## src/rtl/branch_predictor.sv

```systemverilog
`default_nettype none
// ============================================================================
// Module      : branch_predictor
// Description : Tagged BTB plus 2-bit PHT (bimodal or gshare) giving a
//               same-cycle fetch prediction and Execute-stage resolution.
// Revision    : 1.0 - initial release
// ============================================================================
module branch_predictor #(
    parameter int XLEN      = 32,
    parameter int BTB_IDX   = 4,
    parameter int PHT_IDX   = 6,
    parameter int HIST_BITS = 0,
    parameter int CNT_W     = 16,
    localparam int GH_W     = (HIST_BITS > 0) ? HIST_BITS : 1
) (
    input  logic             clk,
    input  logic             rst,
    input  logic [XLEN-1:0]  PCF,
    output logic             PredTakenF,
    output logic [XLEN-1:0]  PredTargetF,
    output logic [GH_W-1:0]  GhrF,
    input  logic             UpdateE,
    input  logic             JumpE,
    input  logic [XLEN-1:0]  PCE,
    input  logic [XLEN-1:0]  TargetE,
    input  logic             TakenE,
    input  logic             PredTakenE,
    input  logic [XLEN-1:0]  PredTargetE,
    input  logic [GH_W-1:0]  GhrE,
    output logic             MispredictE,
    output logic [XLEN-1:0]  CorrectPCE,
    output logic [CNT_W-1:0] BranchCount,
    output logic [CNT_W-1:0] MispredictCount
);

    localparam int              c_BTB_N = 1 << BTB_IDX;
    localparam int              c_PHT_N = 1 << PHT_IDX;
    localparam int              c_TAG_W = XLEN - BTB_IDX - 2;
    localparam logic [XLEN-1:0] c_FOUR  = XLEN'(4);

    logic                r_btbValid  [c_BTB_N];
    logic [c_TAG_W-1:0]  r_btbTag    [c_BTB_N];
    logic [XLEN-1:0]     r_btbTarget [c_BTB_N];
    logic                r_btbJump   [c_BTB_N];
    logic [1:0]          r_pht       [c_PHT_N];
    logic [CNT_W-1:0]    r_branchCount;
    logic [CNT_W-1:0]    r_mispredictCount;
    logic [GH_W-1:0]     w_ghr;

    logic [BTB_IDX-1:0]  w_fIdx;
    logic [c_TAG_W-1:0]  w_fTag;
    logic [PHT_IDX-1:0]  w_fHist;
    logic [PHT_IDX-1:0]  w_fPhtIdx;
    logic                w_hit;
    logic [BTB_IDX-1:0]  w_eIdx;
    logic [c_TAG_W-1:0]  w_eTag;
    logic [PHT_IDX-1:0]  w_eHist;
    logic [PHT_IDX-1:0]  w_ePhtIdx;
    logic                w_mispredict;
    logic                w_unused;

    // History is zero-extended into the PHT index; bimodal ignores the carried copy.
    always_comb begin
        w_fHist = '0;
        w_fHist[GH_W-1:0] = w_ghr;
        w_eHist = '0;
        if (HIST_BITS > 0) begin
            w_eHist[GH_W-1:0] = GhrE;
        end
    end

    assign w_fIdx    = PCF[BTB_IDX+1:2];
    assign w_fTag    = PCF[XLEN-1:BTB_IDX+2];
    assign w_fPhtIdx = PCF[PHT_IDX+1:2] ^ w_fHist;
    assign w_hit     = r_btbValid[w_fIdx] && (r_btbTag[w_fIdx] == w_fTag);

    assign PredTakenF  = !rst && w_hit && (r_btbJump[w_fIdx] || r_pht[w_fPhtIdx][1]);
    assign PredTargetF = PredTakenF ? r_btbTarget[w_fIdx] : (PCF + c_FOUR);
    assign GhrF        = w_ghr;

    assign w_eIdx    = PCE[BTB_IDX+1:2];
    assign w_eTag    = PCE[XLEN-1:BTB_IDX+2];
    assign w_ePhtIdx = PCE[PHT_IDX+1:2] ^ w_eHist;

    assign w_mispredict = UpdateE &&
                          ((PredTakenE != TakenE) || (TakenE && (PredTargetE != TargetE)));
    assign MispredictE  = w_mispredict;
    assign CorrectPCE   = TakenE ? TargetE : (PCE + c_FOUR);

    assign BranchCount     = r_branchCount;
    assign MispredictCount = r_mispredictCount;

    always_ff @(posedge clk) begin
        if (rst) begin
            for (int i = 0; i < c_BTB_N; i++) begin
                r_btbValid[i] <= 1'b0;
            end
            for (int i = 0; i < c_PHT_N; i++) begin
                r_pht[i] <= 2'b01;
            end
            r_branchCount     <= '0;
            r_mispredictCount <= '0;
        end else if (UpdateE) begin
            if (TakenE) begin
                r_btbValid[w_eIdx] <= 1'b1;
            end
            if (!JumpE) begin
                if (TakenE && (r_pht[w_ePhtIdx] != 2'b11)) begin
                    r_pht[w_ePhtIdx] <= r_pht[w_ePhtIdx] + 2'b01;
                end else if (!TakenE && (r_pht[w_ePhtIdx] != 2'b00)) begin
                    r_pht[w_ePhtIdx] <= r_pht[w_ePhtIdx] - 2'b01;
                end
            end
            if (r_branchCount != '1) begin
                r_branchCount <= r_branchCount + 1'b1;
            end
            if (w_mispredict && (r_mispredictCount != '1)) begin
                r_mispredictCount <= r_mispredictCount + 1'b1;
            end
        end
    end

    // Entry payload needs no reset: it is only observed through a valid bit.
    always_ff @(posedge clk) begin
        if (!rst && UpdateE && TakenE) begin
            r_btbTag[w_eIdx]    <= w_eTag;
            r_btbTarget[w_eIdx] <= TargetE;
            r_btbJump[w_eIdx]   <= JumpE;
        end
    end

    if (HIST_BITS == 0) begin : g_ghrNone
        assign w_ghr = '0;
    end else if (HIST_BITS == 1) begin : g_ghrOne
        logic r_ghr;
        always_ff @(posedge clk) begin
            if (rst) begin
                r_ghr <= 1'b0;
            end else if (UpdateE && !JumpE) begin
                r_ghr <= TakenE;
            end
        end
        assign w_ghr = r_ghr;
    end else begin : g_ghrShift
        logic [GH_W-1:0] r_ghr;
        always_ff @(posedge clk) begin
            if (rst) begin
                r_ghr <= '0;
            end else if (UpdateE && !JumpE) begin
                r_ghr <= {r_ghr[GH_W-2:0], TakenE};
            end
        end
        assign w_ghr = r_ghr;
    end

    assign w_unused = &{1'b0, PCF[1:0], PCE[1:0], GhrE};

endmodule
`default_nettype wire

```

## config.mk

```make
export PLATFORM = sky130hd
export DESIGN_NAME = branch_predictor
export DESIGN_NICKNAME = d
export VERILOG_FILES = /design/src/rtl/branch_predictor.sv
export SDC_FILE = /design/constraint.sdc
export NUM_CORES = 2
export LEC_CHECK = 0
export CELL_PAD_IN_SITES_DETAIL_PLACEMENT = 0
export CELL_PAD_IN_SITES_GLOBAL_PLACEMENT = 2
export CORE_ASPECT_RATIO = 1.75
export CORE_MARGIN = 10
export CORE_UTILIZATION = 30
export CTS_BUF_LIST = sky130_fd_sc_hd__clkbuf_8
export CTS_CLUSTER_DIAMETER = 60
export DETAILED_ROUTE_END_ITERATION = 6
export PLACE_DENSITY = 0.58
export SYNTH_ARGS = -nofsm -noshare
export SYNTH_HDL_FRONTEND = slang
export SYNTH_SLANG_ARGS = --single-unit
```

## constraint.sdc

```tcl
create_clock -name clk -period 8.7 [get_ports clk]
set_input_delay 1.305 -clock clk [delete_from_list [all_inputs] [get_ports clk]]
set_output_delay 1.305 -clock clk [all_outputs]
set_load 0.05 [all_outputs]
```

* Yosys cells after proc, flatten, opt, wreduce, memory -nomap -nowiden
Memory sizes are Yosys's and may differ from the RTL's.
Cells that the tools add are included.
** Word-level totals
- Bits in registers :: 32
- RAM bits :: 1088
- Input port bits :: 135
- Output and inout port bits :: 99
- Logic and storage cells :: 67
- Memories kept :: 5
** Operators by class
- Add/sub/neg operators :: 6
- Eq/ne operators :: 6
- Multiplexer cells :: 28
- Bitwise gates (word level) :: 1
- Reduce and logical (&&, ||, !) cells :: 19
** Memory list
- r_btbTarget :: words 16, bits a word 32, rd ports 1, clocked after memory_dff 0, write ports 1, line 43 : logic [XLEN-1:0] r_btbTarget [c_BTB_N];
- r_btbTag :: words 16, bits a word 26, rd ports 1, clocked after memory_dff 0, write ports 1, line 42 : logic [c_TAG_W-1:0] r_btbTag [c_BTB_N];
- r_pht :: words 64, bits a word 2, rd ports 2, clocked after memory_dff 0, write ports 64, line 45 : logic [1:0] r_pht [c_PHT_N];
- r_btbJump :: words 16, bits a word 1, rd ports 1, clocked after memory_dff 0, write ports 1, line 44 : logic r_btbJump [c_BTB_N];
- r_btbValid :: words 16, bits a word 1, rd ports 1, clocked after memory_dff 0, write ports 16, line 41 : logic r_btbValid [c_BTB_N];
** Operator list (number)
- 32-bit by 3-bit adder with 32-bit output, second input constant :: 2
- 32-bit two-way mux :: 2
- 16-bit by 1-bit adder with 16-bit output, second input constant :: 2
- 16-bit != test, second input constant :: 2
- 32-bit != test :: 1
- 26-bit equality test :: 1
- 1-bit two-way mux :: 22
- 1-bit logical AND :: 10
- 6-bit two-way mux :: 1
- 2-bit two-way mux :: 2
- 4-bit two-way mux :: 1
- 2-bit AND reduction :: 2
- 2-bit by 1-bit adder with 2-bit output, second input constant :: 1
- 1-bit zero test :: 2
- 1-bit logical OR :: 2
- 2-bit != test, second input constant :: 1
- 2-bit nonzero test :: 1
- 2-bit OR reduction :: 1
- 2-bit by 1-bit subtractor with 2-bit output, second input constant :: 1
- 1-bit != test :: 1
- 1-bit OR :: 1
- 1-bit OR reduction :: 1

* Longest topological paths before layout
An unclocked memory read counts as a cell.
- Depth after elaboration :: 12
- Depth in mapped cells :: 15
- Depth with buffers taken out :: 9

* Worst setup path after synthesis
No wires, ideal clock.
- Kind :: input -> register
- From :: input PCE[4]
- To :: memory r_btbJump[0] (enable)
- Library setup time :: 551 ps
- Arrival :: 6292 ps
- Required time :: 8149 ps
- Path slack :: 1857 ps
- Stages on the path :: 6
- Path buffers :: 5
- Path through :: buf_2 -> buf_4 -> buf_4 -> buf_4 -> clkbuf_1 -> nor3_1
** RTL lines
- start: declaration :: line 24 : input logic [XLEN-1:0] PCE,
- end: declaration :: line 44
Straight into the memory's write port.

* Worst setup path after layout
- From :: input PCF[2]
- To :: output PredTargetF[31]
** On the way
- Cells in the longest elaborated chain, start to end :: 6
- Elaborated cells between the ends (all ways) :: 12
- Those cells by class :: 1 x add/sub; 1 x eq/ne; 1 x mux; 4 x reduce/logical; 5 x memory
** Ends and longest elaborated chain
- start: declaration :: line 18 : input logic [XLEN-1:0] PCF,
- memory read 16 x 26 bit
- 26-bit equality test :: line 75 : assign w_hit = r_btbValid[w_fIdx] && (r_btbTag[w_fIdx] == w_fTag);
- 1-bit logical AND :: line 75
- 1-bit logical AND (2 in a row) :: line 77 : assign PredTakenF = !rst && w_hit && (r_btbJump[w_fIdx] || r_pht[w_fPhtIdx][1]);
- 32-bit two-way mux * :: line 78 : assign PredTargetF = PredTakenF ? r_btbTarget[w_fIdx] : (PCF + c_FOUR);
- end: declaration :: line 20 : output logic [XLEN-1:0] PredTargetF,
Every way passes the cells marked *; elsewhere a longest branch is shown, timed or not.

==> metrics.csv <==
metric,value,unit
Clock Skew,0.03592,ns
min Tclk post-route,7.627,ns
post-synth top area cell,edfxtp_1,
largest net degree at the start of global routing,69,
worst hold endpoint,r_btbValid[12],
clock slew at reported path FFs,0.06,ns
max-slew violations,0,
Worst Reg-to-Reg Cells,8,
syn nets,2827,
# setup viols final,0,
RSZ-0062 raised after global routing,no,
Adder-Cell Fraction of Synth Area,0.1835,%
Setup WS post-layout,1.073,ns
die width,321.5,um
First-pass DRT Iterations,5,
kind of critical path,primary input to output pin,
Synth Area in XOR/XNOR,2.330,%
Num CTS Buffers,171,
DRC,0,
main combinational cell family by area after synthesis,multiplexers,
final hold violation count,0,
largest delay contributor family on the critical path,buffers and inverters,
Hold Startpoint,r_btbValid[12],
R2R Path Start,r_pht[23][1],
Worst Path Required,7.39,ns
largest fanout on the critical path,56,
worst skew pair latency,0.89,ns
Bufs and invs on worst path,4,
initial antenna violation count,9,
max_cap viols,0,
WL/cell,31.28,um
H-tree Lvls,4,
Syn Std Cell Area,47740,um^2
syn_area_per_cell,17.78,um^2
fmax,131.1,MHz
Critical Path AT,6.32,ns
iteration-0 DRC count of the detailed router,2090,
critical path depth,12,
Rows,193,
status,finished clean,
Placed Cells incl. Taps,4917,
worst slew pin tran,1.256,ns
Post-DP HPWL,103700,um
Synth top area share,67.43,%
vias in the first global route,29270,
Place WS,1.082,ns
simple-gate share of the synthesized area,5.719,%
Final GP Congestion,0.8347,
CTS Hold Bufs,0,
fin crit share,87.66,%
vias per inst,5.234,
die height,547.7,um
Post-synth EDFFs,1072,
library cells used by synthesis,83,
WL final,163500,um
footprint of the multi-input gates,13780,um^2
register area,33150,um^2
Antenna Nets Post-Route,0,
Port Buffers,231,
Syn Inst Count,2685,
endpoint class of the critical path,output pin,
"Setup Fix Bufs, Post-CTS",0,
via count,27360,
CTS tree,yes,
grt total ovfl,0,
worst vdd rail ir drop,119.7,uV
register area share after synthesis,69.45,%
Power Density,201.2,nW/um^2
Starting Density,30.18,%
Core Region,158200,um^2
# IOs,234,
clk root buf,clkbuf_8,
slowest CP cell,clkdlybuf4s50_1,
mux cell area share after synthesis,16.68,%
"flops & latches, synth",1120,
Synth async-reset ratio,0,%
global-route wire length before repair,227300,um
GR Util All Layers,18.29,%
Leak,18.07,nW
clk sink count,1120,
area growth from synthesis to layout,17.55,%
FF-to-FF setup slack,4.29,ns
Hold Path Depth,1,
Max-slew headroom,15.54,%
ys flop type,edfxtp_1,
ranking of synthesized cells by area,"edfxtp_1 67%, mux4_2 13%, dfxtp_1 2.0%",
# nets final,3185,
share of cells above drive strength 1,22.74,%
worst path cell trace,buf_8 > buf_4 > mux4_2 > mux2i_1 > xnor2_1 > nand3_1 > o41ai_1 > nor4b_4 > nand4_4 > buf_12 > mux2_2 > clkdlybuf4s50_1,
worst stage delay on the critical path,0.80,ns
fillers,14920,
non-filler instance count after layout,5227,
CTS Buffer Depth,3,
R2R Path End,r_pht[9][1],
Final Util,35.48,%
Synth Area in Compound Gates,3.706,%
setup TNS,0,ns
die area,176100,um^2
Hold WC Path Type,register to register,
Worst setup SP type,primary input,
Ys Warns,0,
Post-CTS Resized,0,
## worst max path at each step
stage	start	slack (ns)	endpoint
final	PCF[2]	1.07	PredTargetF[31]
after global placement	PCF[3]	1.0	PredTargetF[24]
after global routing	PCF[2]	0.88	PredTargetF[31]
after CTS	PCF[2]	1.06	PredTargetF[31]
after floorplan	PCE[4]	1.86	r_btbJump[0]
after detailed placement	PCF[3]	1.08	PredTargetF[31]
## layer usage
layer | part of all wire [%] | wire [um] | vias up | global-route usage (%)
li1 | - | - | 11510 | -
met1 | 39 | 64060 | 14690 | 21.61
met2 | 52 | 84650 | 919 | 32.51
met3 | 6.3 | 10340 | 226 | 4.443
met4 | 2.7 | 4397 | 12 | 5.354
met5 | 0.046 | 75 | - | 0
## cells by family (layout without fill, tap and decap cells)
kind of cell	count (synthesis)	in the layout
adders and majority gates	7	7
muxes	423	423
buffers and inverters	188	682
AOI/OAI and AO/OA	273	273
other	1	2
and+or+nand+nor	546	546
xor gates and xnor gates	127	127
DFF	1120	1120
## cell usage in the layout, fill, tap and decap left out, types with 42 or more instances in the layout
master,netlist,final
buf_4,24,111
clkbuf_8,0,171
clkdlybuf4s50_1,0,222
clkinv_1,2,42
dfxtp_1,48,48
edfxtp_1,1072,1072
inv_1,25,79
mux2i_1,89,89
mux4_2,283,283
nand2_1,169,169
nand3_1,43,43
nor2_1,142,130
o21ai_0,108,108
xnor2_1,52,52
xor2_1,75,75
## report_power, final
part	switching (mW)	internal, mW	leakage [nW]
logic	0.630	0.358	6.20
registers	0.0166	5.95	9.98
clock network	2.18	2.15	1.89
## synthesized netlist by cell type, drive strengths merged (6+ instances only)
| cell | count |
|---|---|
| and3b | 15 |
| nor2b | 11 |
| nor3b | 9 |
| dfxtp | 48 |
| nor2 | 148 |
| xor2 | 75 |
| nor4 | 14 |
| nand2 | 169 |
| o211ai | 14 |
| buf | 94 |
| o31ai | 6 |
| nand4 | 27 |
| edfxtp | 1072 |
| a22oi | 9 |
| mux4 | 283 |
| or3 | 14 |
| nand3 | 43 |
| inv | 27 |
| clkbuf | 65 |
| or2 | 6 |
| mux2 | 50 |
| and3 | 26 |
| a21oi | 28 |
| nor3 | 28 |
| xnor2 | 52 |
| and2 | 8 |
| o2bb2ai | 6 |
| nand2b | 13 |
| mux2i | 90 |
| o22ai | 9 |
| ha | 7 |
| a221oi | 14 |
| o21ai | 117 |
| a21o | 25 |
## registers in the layout, summed over array words and instances, names as in the netlist
register,count
r_btbValid,16
r_pht,128
r_btbTag,416
MispredictCount,16
BranchCount,16
r_btbTarget,512
r_btbJump,16
## through the flow
step                hold WS, ns  instance area [um^2]  power, mW
floorplan                0.4227                 47740      6.608
global route             0.4779                 56120      11.69
detailed placement       0.4405                 52770      7.081
finish                   0.4526                 56120      11.29
CTS                      0.4550                 56110      11.44
global placement         0.4311                 52770      7.068
## final cells by class
class | instances | share of cell area (%)
repair buffers | 344 | 5.643
multi-input cells | 1377 | 24.56
diodes | 1 | 0.004459
inverters | 29 | 0.1984
flip-flops and latches | 1120 | 59.08
clock inverters | 138 | 1.761
clock buffers | 171 | 4.194
well taps | 2047 | 4.564
## worst reg2reg max path: stages, from the launching register on
cell      delay (ns)
edfxtp_1        0.40
mux2_2          0.27
mux4_2          0.44
o21ai_0         0.28
or3b_1          0.41
o31ai_1         0.46
mux2_4          0.29
nand3_1         0.73
o21ai_0         0.76
Power figures use the tool's default switching activity.
